--- src/rtl/raiz_sched.sv ---
// raiz_sched -- round-robin bus master that shares one memory-mapped
// square-root peripheral (raiz) between N_REQ requesters.
//
// For each granted request it runs the full register sequence on the
// peripheral slave port: write radicand, pulse init (1 then 0), poll the
// done register, read R, read Q. It then returns the results with a
// one-cycle ack to the requester that was granted.
//
// Ports:
//   clk, rst        clock, synchronous active-high reset
//   req[N_REQ]      level requests, held until ack
//   radicand        requester i radicand at bits [16i+15:16i]
//   ack[N_REQ]      one-cycle completion pulse to the granted requester
//   err             timeout flag, valid with ack
//   q_out, r_out    root / remainder, valid with ack, held until next ack
//   busy            high from grant through the ACK cycle
//   gnt_id          index of the current/last granted requester
//   per_*           peripheral slave port (cs/rd/wr/addr/d_in/d_out)
module raiz_sched #(
    parameter int          N_REQ     = 2,
    parameter logic [4:0]  ADDR_RR   = 5'h04,
    parameter logic [4:0]  ADDR_INIT = 5'h08,
    parameter logic [4:0]  ADDR_R    = 5'h0C,
    parameter logic [4:0]  ADDR_Q    = 5'h10,
    parameter logic [4:0]  ADDR_DONE = 5'h14,
    parameter logic [15:0] POLL_MAX  = 16'd255
) (
    input  logic                 clk,
    input  logic                 rst,
    input  logic [N_REQ-1:0]     req,
    input  logic [16*N_REQ-1:0]  radicand,
    output logic [N_REQ-1:0]     ack,
    output logic                 err,
    output logic [15:0]          q_out,
    output logic [15:0]          r_out,
    output logic                 busy,
    output logic [1:0]           gnt_id,
    output logic                 per_cs,
    output logic                 per_rd,
    output logic                 per_wr,
    output logic [4:0]           per_addr,
    output logic [15:0]          per_d_in,
    input  logic [15:0]          per_d_out
);

    typedef enum logic [3:0] {
        IDLE, WR_RR, WR_INIT1, WR_INIT0, POLL_RD, POLL_CAP,
        RD_R, R_CAP, RD_Q, Q_CAP, ACK
    } state_t;

    state_t             state_reg, state_next;
    logic [1:0]         ptr_reg, ptr_next;
    logic [15:0]        rad_reg, rad_next;
    logic [15:0]        poll_reg, poll_next;
    logic [15:0]        r_res_reg, r_res_next;
    logic [1:0]         gnt_id_reg, gnt_id_next;
    logic               busy_reg, busy_next;
    logic [N_REQ-1:0]   ack_reg, ack_next;
    logic               err_reg, err_next;
    logic [15:0]        q_out_reg, q_out_next;
    logic [15:0]        r_out_reg, r_out_next;
    logic               cs_reg, cs_next;
    logic               rd_reg, rd_next;
    logic               wr_reg, wr_next;
    logic [4:0]         addr_reg, addr_next;
    logic [15:0]        d_in_reg, d_in_next;

    // ------------------------------------------------------------------
    // Round-robin search. The request vector is rotated so that bit 0 is
    // the requester after the last granted one; a find-first-set on the
    // rotated vector gives the offset of the winner from that start.
    // ------------------------------------------------------------------
    logic [2:0]         shamt;
    logic [N_REQ-1:0]   rot;
    logic [N_REQ-1:0]   first;
    logic [N_REQ-1:0]   pos0_mask;
    logic [N_REQ-1:0]   pos1_mask;
    logic [1:0]         pos;
    logic [2:0]         sum;
    logic               grant_found;
    logic [1:0]         grant_idx;
    logic [15:0]        rad_sel;

    assign shamt = {1'b0, ptr_reg} + 3'd1;
    assign rot   = N_REQ'({req, req} >> shamt);

    generate
        for (genvar gi = 0; gi < N_REQ; gi++) begin : g_ffs
            if (gi == 0) begin : g_lsb
                assign first[gi] = rot[gi];
            end else begin : g_upper
                assign first[gi] = rot[gi] & ~(|rot[gi-1:0]);
            end
            // Static masks used to binary-encode the one-hot winner.
            assign pos0_mask[gi] = ((gi % 2) == 1);
            assign pos1_mask[gi] = (((gi / 2) % 2) == 1);
        end
    endgenerate

    assign pos         = {|(first & pos1_mask), |(first & pos0_mask)};
    assign grant_found = |rot;
    // shamt + pos is always below 2*N_REQ, so one wrap is enough.
    assign sum         = shamt + {1'b0, pos};
    assign grant_idx   = (sum >= 3'(N_REQ)) ? 2'(sum - 3'(N_REQ)) : 2'(sum);
    assign rad_sel     = 16'(radicand >> {grant_idx, 4'b0000});

    // ------------------------------------------------------------------
    // Next-state and next-output logic. Every output is a register whose
    // next value is derived from the state being entered, so the bus
    // strobes line up with the state they belong to.
    // ------------------------------------------------------------------
    always_comb begin
        state_next  = state_reg;
        ptr_next    = ptr_reg;
        rad_next    = rad_reg;
        poll_next   = poll_reg;
        r_res_next  = r_res_reg;
        gnt_id_next = gnt_id_reg;
        busy_next   = busy_reg;
        ack_next    = '0;
        err_next    = err_reg;
        q_out_next  = q_out_reg;
        r_out_next  = r_out_reg;
        cs_next     = 1'b0;
        rd_next     = 1'b0;
        wr_next     = 1'b0;
        addr_next   = 5'h00;
        d_in_next   = 16'h0000;

        unique case (state_reg)
            IDLE: begin
                if (grant_found) begin
                    rad_next    = rad_sel;
                    gnt_id_next = grant_idx;
                    busy_next   = 1'b1;
                    poll_next   = 16'd0;
                    state_next  = WR_RR;
                end
            end
            WR_RR:    state_next = WR_INIT1;
            WR_INIT1: state_next = WR_INIT0;
            WR_INIT0: state_next = POLL_RD;
            POLL_RD: begin
                poll_next  = poll_reg + 16'd1;
                state_next = POLL_CAP;
            end
            POLL_CAP: begin
                if (per_d_out[0]) begin
                    state_next = RD_R;
                end else if (poll_reg == POLL_MAX) begin
                    err_next   = 1'b1;
                    q_out_next = 16'hFFFF;
                    r_out_next = 16'hFFFF;
                    state_next = ACK;
                end else begin
                    state_next = POLL_RD;
                end
            end
            RD_R:  state_next = R_CAP;
            R_CAP: begin
                // Held privately so r_out keeps the previous result until ACK.
                r_res_next = per_d_out;
                state_next = RD_Q;
            end
            RD_Q:  state_next = Q_CAP;
            Q_CAP: begin
                q_out_next = per_d_out;
                r_out_next = r_res_reg;
                err_next   = 1'b0;
                state_next = ACK;
            end
            ACK: begin
                ptr_next   = gnt_id_reg;
                busy_next  = 1'b0;
                state_next = IDLE;
            end
            default: state_next = IDLE;
        endcase

        case (state_next)
            WR_RR: begin
                cs_next   = 1'b1;
                wr_next   = 1'b1;
                addr_next = ADDR_RR;
                d_in_next = rad_next;
            end
            WR_INIT1: begin
                cs_next   = 1'b1;
                wr_next   = 1'b1;
                addr_next = ADDR_INIT;
                d_in_next = 16'h0001;
            end
            WR_INIT0: begin
                cs_next   = 1'b1;
                wr_next   = 1'b1;
                addr_next = ADDR_INIT;
            end
            POLL_RD: begin
                cs_next   = 1'b1;
                rd_next   = 1'b1;
                addr_next = ADDR_DONE;
            end
            RD_R: begin
                cs_next   = 1'b1;
                rd_next   = 1'b1;
                addr_next = ADDR_R;
            end
            RD_Q: begin
                cs_next   = 1'b1;
                rd_next   = 1'b1;
                addr_next = ADDR_Q;
            end
            ACK:     ack_next = N_REQ'(1) << gnt_id_next;
            default: ;
        endcase
    end

    always_ff @(posedge clk) begin
        if (rst) begin
            state_reg  <= IDLE;
            ptr_reg    <= '0;
            rad_reg    <= '0;
            poll_reg   <= '0;
            r_res_reg  <= '0;
            gnt_id_reg <= '0;
            busy_reg   <= 1'b0;
            ack_reg    <= '0;
            err_reg    <= 1'b0;
            q_out_reg  <= '0;
            r_out_reg  <= '0;
            cs_reg     <= 1'b0;
            rd_reg     <= 1'b0;
            wr_reg     <= 1'b0;
            addr_reg   <= '0;
            d_in_reg   <= '0;
        end else begin
            state_reg  <= state_next;
            ptr_reg    <= ptr_next;
            rad_reg    <= rad_next;
            poll_reg   <= poll_next;
            r_res_reg  <= r_res_next;
            gnt_id_reg <= gnt_id_next;
            busy_reg   <= busy_next;
            ack_reg    <= ack_next;
            err_reg    <= err_next;
            q_out_reg  <= q_out_next;
            r_out_reg  <= r_out_next;
            cs_reg     <= cs_next;
            rd_reg     <= rd_next;
            wr_reg     <= wr_next;
            addr_reg   <= addr_next;
            d_in_reg   <= d_in_next;
        end
    end

    assign ack      = ack_reg;
    assign err      = err_reg;
    assign q_out    = q_out_reg;
    assign r_out    = r_out_reg;
    assign busy     = busy_reg;
    assign gnt_id   = gnt_id_reg;
    assign per_cs   = cs_reg;
    assign per_rd   = rd_reg;
    assign per_wr   = wr_reg;
    assign per_addr = addr_reg;
    assign per_d_in = d_in_reg;

endmodule

--- config.mk ---
export PLATFORM = sky130hd
export DESIGN_NAME = raiz_sched
export DESIGN_NICKNAME = d
export VERILOG_FILES = /design/src/rtl/raiz_sched.sv
export SDC_FILE = /design/constraint.sdc
export NUM_CORES = 1
export LEC_CHECK = 0
export ABC_CLOCK_PERIOD_IN_PS = 1900
export BUFFER_PORTS_ARGS = -buffer_cell sky130_fd_sc_hd__buf_2
export CAP_MARGIN = 0
export CORE_MARGIN = 5
export CORE_UTILIZATION = 32
export DETAILED_ROUTE_END_ITERATION = 8
export GPL_ROUTABILITY_DRIVEN = 0
export PLACE_DENSITY = 0.52
export SETUP_SLACK_MARGIN = 0.1
export SYNTH_ARGS = -nofsm -noshare
export SYNTH_HDL_FRONTEND = slang
export SYNTH_SLANG_ARGS = --single-unit
--- constraint.sdc ---
create_clock -name clk -period 1.9 [get_ports clk]
set_clock_uncertainty 0.05 [all_clocks]
set_input_delay 0.38 -clock clk [delete_from_list [all_inputs] [get_ports clk]]
set_output_delay 0.38 -clock clk [all_outputs]
set_load 0.01 [all_outputs]
== Word level (Yosys, flattened, before mapping) ==
Index checks and enable logic that the tools add are counted.
Widths: inputs -> output; s select.
Cells by class
  add/sub/neg operators: 4
  magnitude comparators: 1
  equal/unequal tests: 21
  shift-type cells: 3
  muxes and demuxes: 25
  bitwise operators: 3
  reduce and logical (&&, ||, !) cells: 13
Operator list (number)
  $pmux 16 s2: 4
  $mux 16: 5
  $pmux 4 s10: 1
  $shr 32x6->16: 1
  $pmux 5 s5: 1
  $eq 4x3->1 const B: 6
  $eq 4x4->1 const B: 5
  $add 16x1->16 const B: 1
  $eq 16x8->1 const B: 1
  $eq 4x2->1 const B: 4
  $mux 4: 3
  $eq 4x1->1 const B: 2
  $mux 1: 6
  $mux 2: 3
  $ne 2x2->1 const B: 3
  $reduce_bool 2->1: 3
  $reduce_or 2->1: 3
  $reduce_or 3->1: 2
  $reduce_or 6->1: 1
  $logic_not 4->1: 1
  $pmux 1 s2: 2
  $reduce_and 2->1: 2
  $shr 4x3->2: 1
  $add 2x1->3 const B: 1
  other kinds (7): 8
Word-level totals
  bits in registers: 116
  input bits: 52
  output and inout bits: 62
  logic and storage cells: 86

== Depth between registers and ports, before layout ==
  depth in word-level cells: 11
  mapped depth: 7
  depth with buffers taken out: 5

== Least setup slack after synthesis ==
No wires, ideal clock.
  path kind: reg2reg
  start: register poll_reg[0]
  end: register q_out_reg[15] (netlist: q_out[15])
  data arrival time: 1545 ps
  data required time: 1715 ps
  slack: 170 ps
  cell stages (with the launch flop): 7
  buffers on the path: 1
  period minus slack after synthesis: 1730 ps
  cell sequence: dfxtp_1 ha_1 and4b_1 and4_2 a21boi_2 buf_6 a211oi_1
Between the ends
  cells in the longest elaborated chain, start to end: 3
RTL lines
  start, declared: line 54  | logic [15:0] poll_reg, poll_next;
  start signal, assigned: line 240  | poll_reg <= poll_next;
  $eq 16x8->1: line 150  | end else if (poll_reg == POLL_MAX) begin
  $ne 2x2->1 (no line)
  $reduce_and 3->1 (no line)
  end signal, assigned: line 246  | q_out_reg <= q_out_next;
  end, declared: line 60  | logic [15:0] q_out_reg, q_out_next;
Every way passes these cells.
A chain may end at the register's enable or synchronous reset.

== Worst setup path in the final report ==
  start: register state_reg[0]
  end: register d_in_reg[0] (netlist: per_d_in[0])
Between the ends
  cells in the longest elaborated chain, start to end: 4
  elaborated cells on any way between the ends: 16
RTL lines
  start, declared: line 51  | state_t state_reg, state_next;
  start signal, assigned: line 237  | state_reg <= state_next;
  $eq 4x4->1, or another cell as far along: line 130  | unique case (state_reg)
  $pmux 4 s10: line 130
  $eq 4x2->1 or $eq 4x1->1 (tied branches): line 180  | case (state_next)
  $pmux 16 s2 *: line 180
  end signal, assigned: line 252  | d_in_reg <= d_in_next;
  end, declared: line 66  | logic [15:0] d_in_reg, d_in_next;
Mark *: on every way between the ends. The rest lies on a longest branch, timed or not.

==> impl_metrics.yaml <==
clock_tree:
  clock-sinks: 98
  clockBufferDepth: 2
  clk_latency_ns: 0.34
  cts_buffers: 9
  holdBufCountCts: 0
  htree_levels: 3
  cts_tree: "built"
  path_clk_slew_ns: 0.07
  clockRootBuffer: "clkbuf_16"
logic_synthesis:
  synthTopCellsByArea: "dfxtp_1, a211oi_1, a21oi_1"
  synth_edf_count: 0
  yosysWarnings: 0
  synthFlopType: "dfxtp_1"
  netlist_instances: 507
  synth-seq-area-share_pct: 46.7
  synth_top_area_cell: "dfxtp_1"
  syn_avg_cell_area_um2: 8.29
  async_flop_share_pct: 0
  ys_seq_elements: 98
  synth_top_area_share_pct: 46.7
  synth.distinct_cells: 61
  netlist_area_mm2: 0.00421
floorplanning:
  die-area_mm2: 0.0155
  die_w_um: 125
  coreArea_mm2: 0.0128
  start_util_pct: 32.9
  core.rowCount: 41
  dieHeight_um: 125
  io-pin-count: 114
drt:
  drt_iter0_drc: 239
  wl_met3_um: 739
  wl_met2_mm: 5.38
  avgViaCountPerCell: 4.85
  drt_pass1_iterations: 4
  wl_mm: 11.5
  wl_met1_mm: 5.33
  via_count: 3861
  route.antenna.remaining_nets: 0
  avgRoutedWirePerCell_um: 14.4
  top_layer_used: "met4"
  drc: 0
worst_setup_path:
  path_class: "register to register"
  path_max_fanout: 10
  cp-start-kind: "register"
  rr_worst_depth: 5
  endpoint_kind: "register"
  worstPathArrival_ns: 2.00
  cp_data_required_time_ns: 2.11
timing:
  setup_ws_ns: 0.114
  period_needed_ns: 1.79
  fmax_ghz: 0.560
  final_hold_viol_count: 0
  post-route-period-util_pct: 94.0
  rsz0062_at_grt: "yes"
  setup_violations: 0
  slew_violations: 0
  tns_ns: 0
placed_design:
  dp_slack_ns: 0.0568
  place_hpwl_mm: 8.24
  port_buffers: 111
flow_run:
  drv_cap: 0
global_route:
  track_usage_pct: 14.5
  grt_antenna_before_repair: 0
  first_global_vias: 3779
  grt_start_max_net_pins: 50
  grt_pass1_wl_mm: 18.8
  grt-ovfl-total: 0
final_layout:
  layout_common_cells: "buf_2, dfxtp_1, nor2_1, nand2_1, a21oi_1"
  utilization_pct: 42.8
  n_antenna_cell: 0
  mostFrequentLayoutCell: "buf_2"
  final_nets: 672
  synthToLayoutAreaGrowth_pct: 30.0
  drive_above_1_share_pct: 30.1
power_and_ir_drop:
  power_density_mw_per_mm2: 825
  ir_drop_mv: 0.327
  power.leakage_uw: 0.00230
min_path:
  hp-class: "input port to register"
  hold_path_depth: 3
outcome:
  run_status: "completed"
-- Yosys cell counts (3+ instances only) --
cell type	instances
or2_2	5
o21ai_0	21
and4_1	3
buf_2	8
or3_1	4
and3_1	5
inv_1	37
nand3_1	30
nand2b_1	7
nor2b_1	3
nand4_1	9
a311oi_1	3
dfxtp_1	98
a31oi_1	6
a21oi_1	43
nand2_1	46
nor2_1	49
a211oi_1	33
nand3b_1	3
buf_4	4
nor3_1	10
buf_6	4
clkbuf_1	30
-- cell families after synthesis --
family / share of synthesized area [%]
mux: 0.476
buf+inv: 8.72
simple gates: 22.4
other cells: 0.0892
xor+xnor: 0.625
fa+ha+maj: 0.297
flops: 46.7
compound gates: 20.7
-- area by class of cell --
cell class / instances / area, um^2
clock buffers: 10 / 239
fillers: 1315 / 7310
multi-input cells: 327 / 1950
inverters: 37 / 139
clock inverters: 6 / 65.1
repair buffers: 146 / 888
flip-flops and latches: 98 / 1970
well taps: 172 / 215
-- worst paths after layout --
check / from / to / slack (ns)
min: per_d_out[6] / r_res_reg[6] / 0.23
max: state_reg[0] / per_d_in[0] / 0.11
max reg2reg: state_reg[0] / per_d_in[0] / 0.11
min reg2reg: r_out[3] / r_out[3] / 0.40
-- metrics by stage --
stage	total power [uW]	area, um^2	instances	hold WS [ns]
after floorplan	2470	4210	508	0.374
after global placement	2700	5070	779	0.390
after detailed placement	2700	5070	779	0.396
after CTS	4570	5410	796	0.218
after global routing	4720	5470	796	0.230
final	4510	5470	796	0.235
-- report_power, final --
part / leakage, uW / internal (uW) / switching, uW / total [uW]
sequential: 0.000794 / 2110 / 26.3 / 2140
clock: 0.000149 / 1060 / 771 / 1830
combinational: 0.00135 / 241 / 302 / 543
-- metal layers --
layer,global-route usage (%),vias up
met4,4.45,0
met3,4.03,2
met5,0,-
met1,18.9,1792
met2,23.3,83
li1,-,1984
-- critical path, cell delays in order (launching register included) --
cell and delay [ns]:
dfxtp_4 0.37, buf_6 0.14, or3b_2 0.48, o311a_4 0.16
a221o_1 0.39, o32ai_2 0.12
-- what timing repair did --
| item | CTS | global route |
|---|---|---|
| endpoints found under the setup margin | 36 | 28 |
| pin swaps | 0 | 1 |
| resized for setup | 5 | 12 |
| buffers inserted | 1 | 0 |
Power figures use the tool's default switching activity.
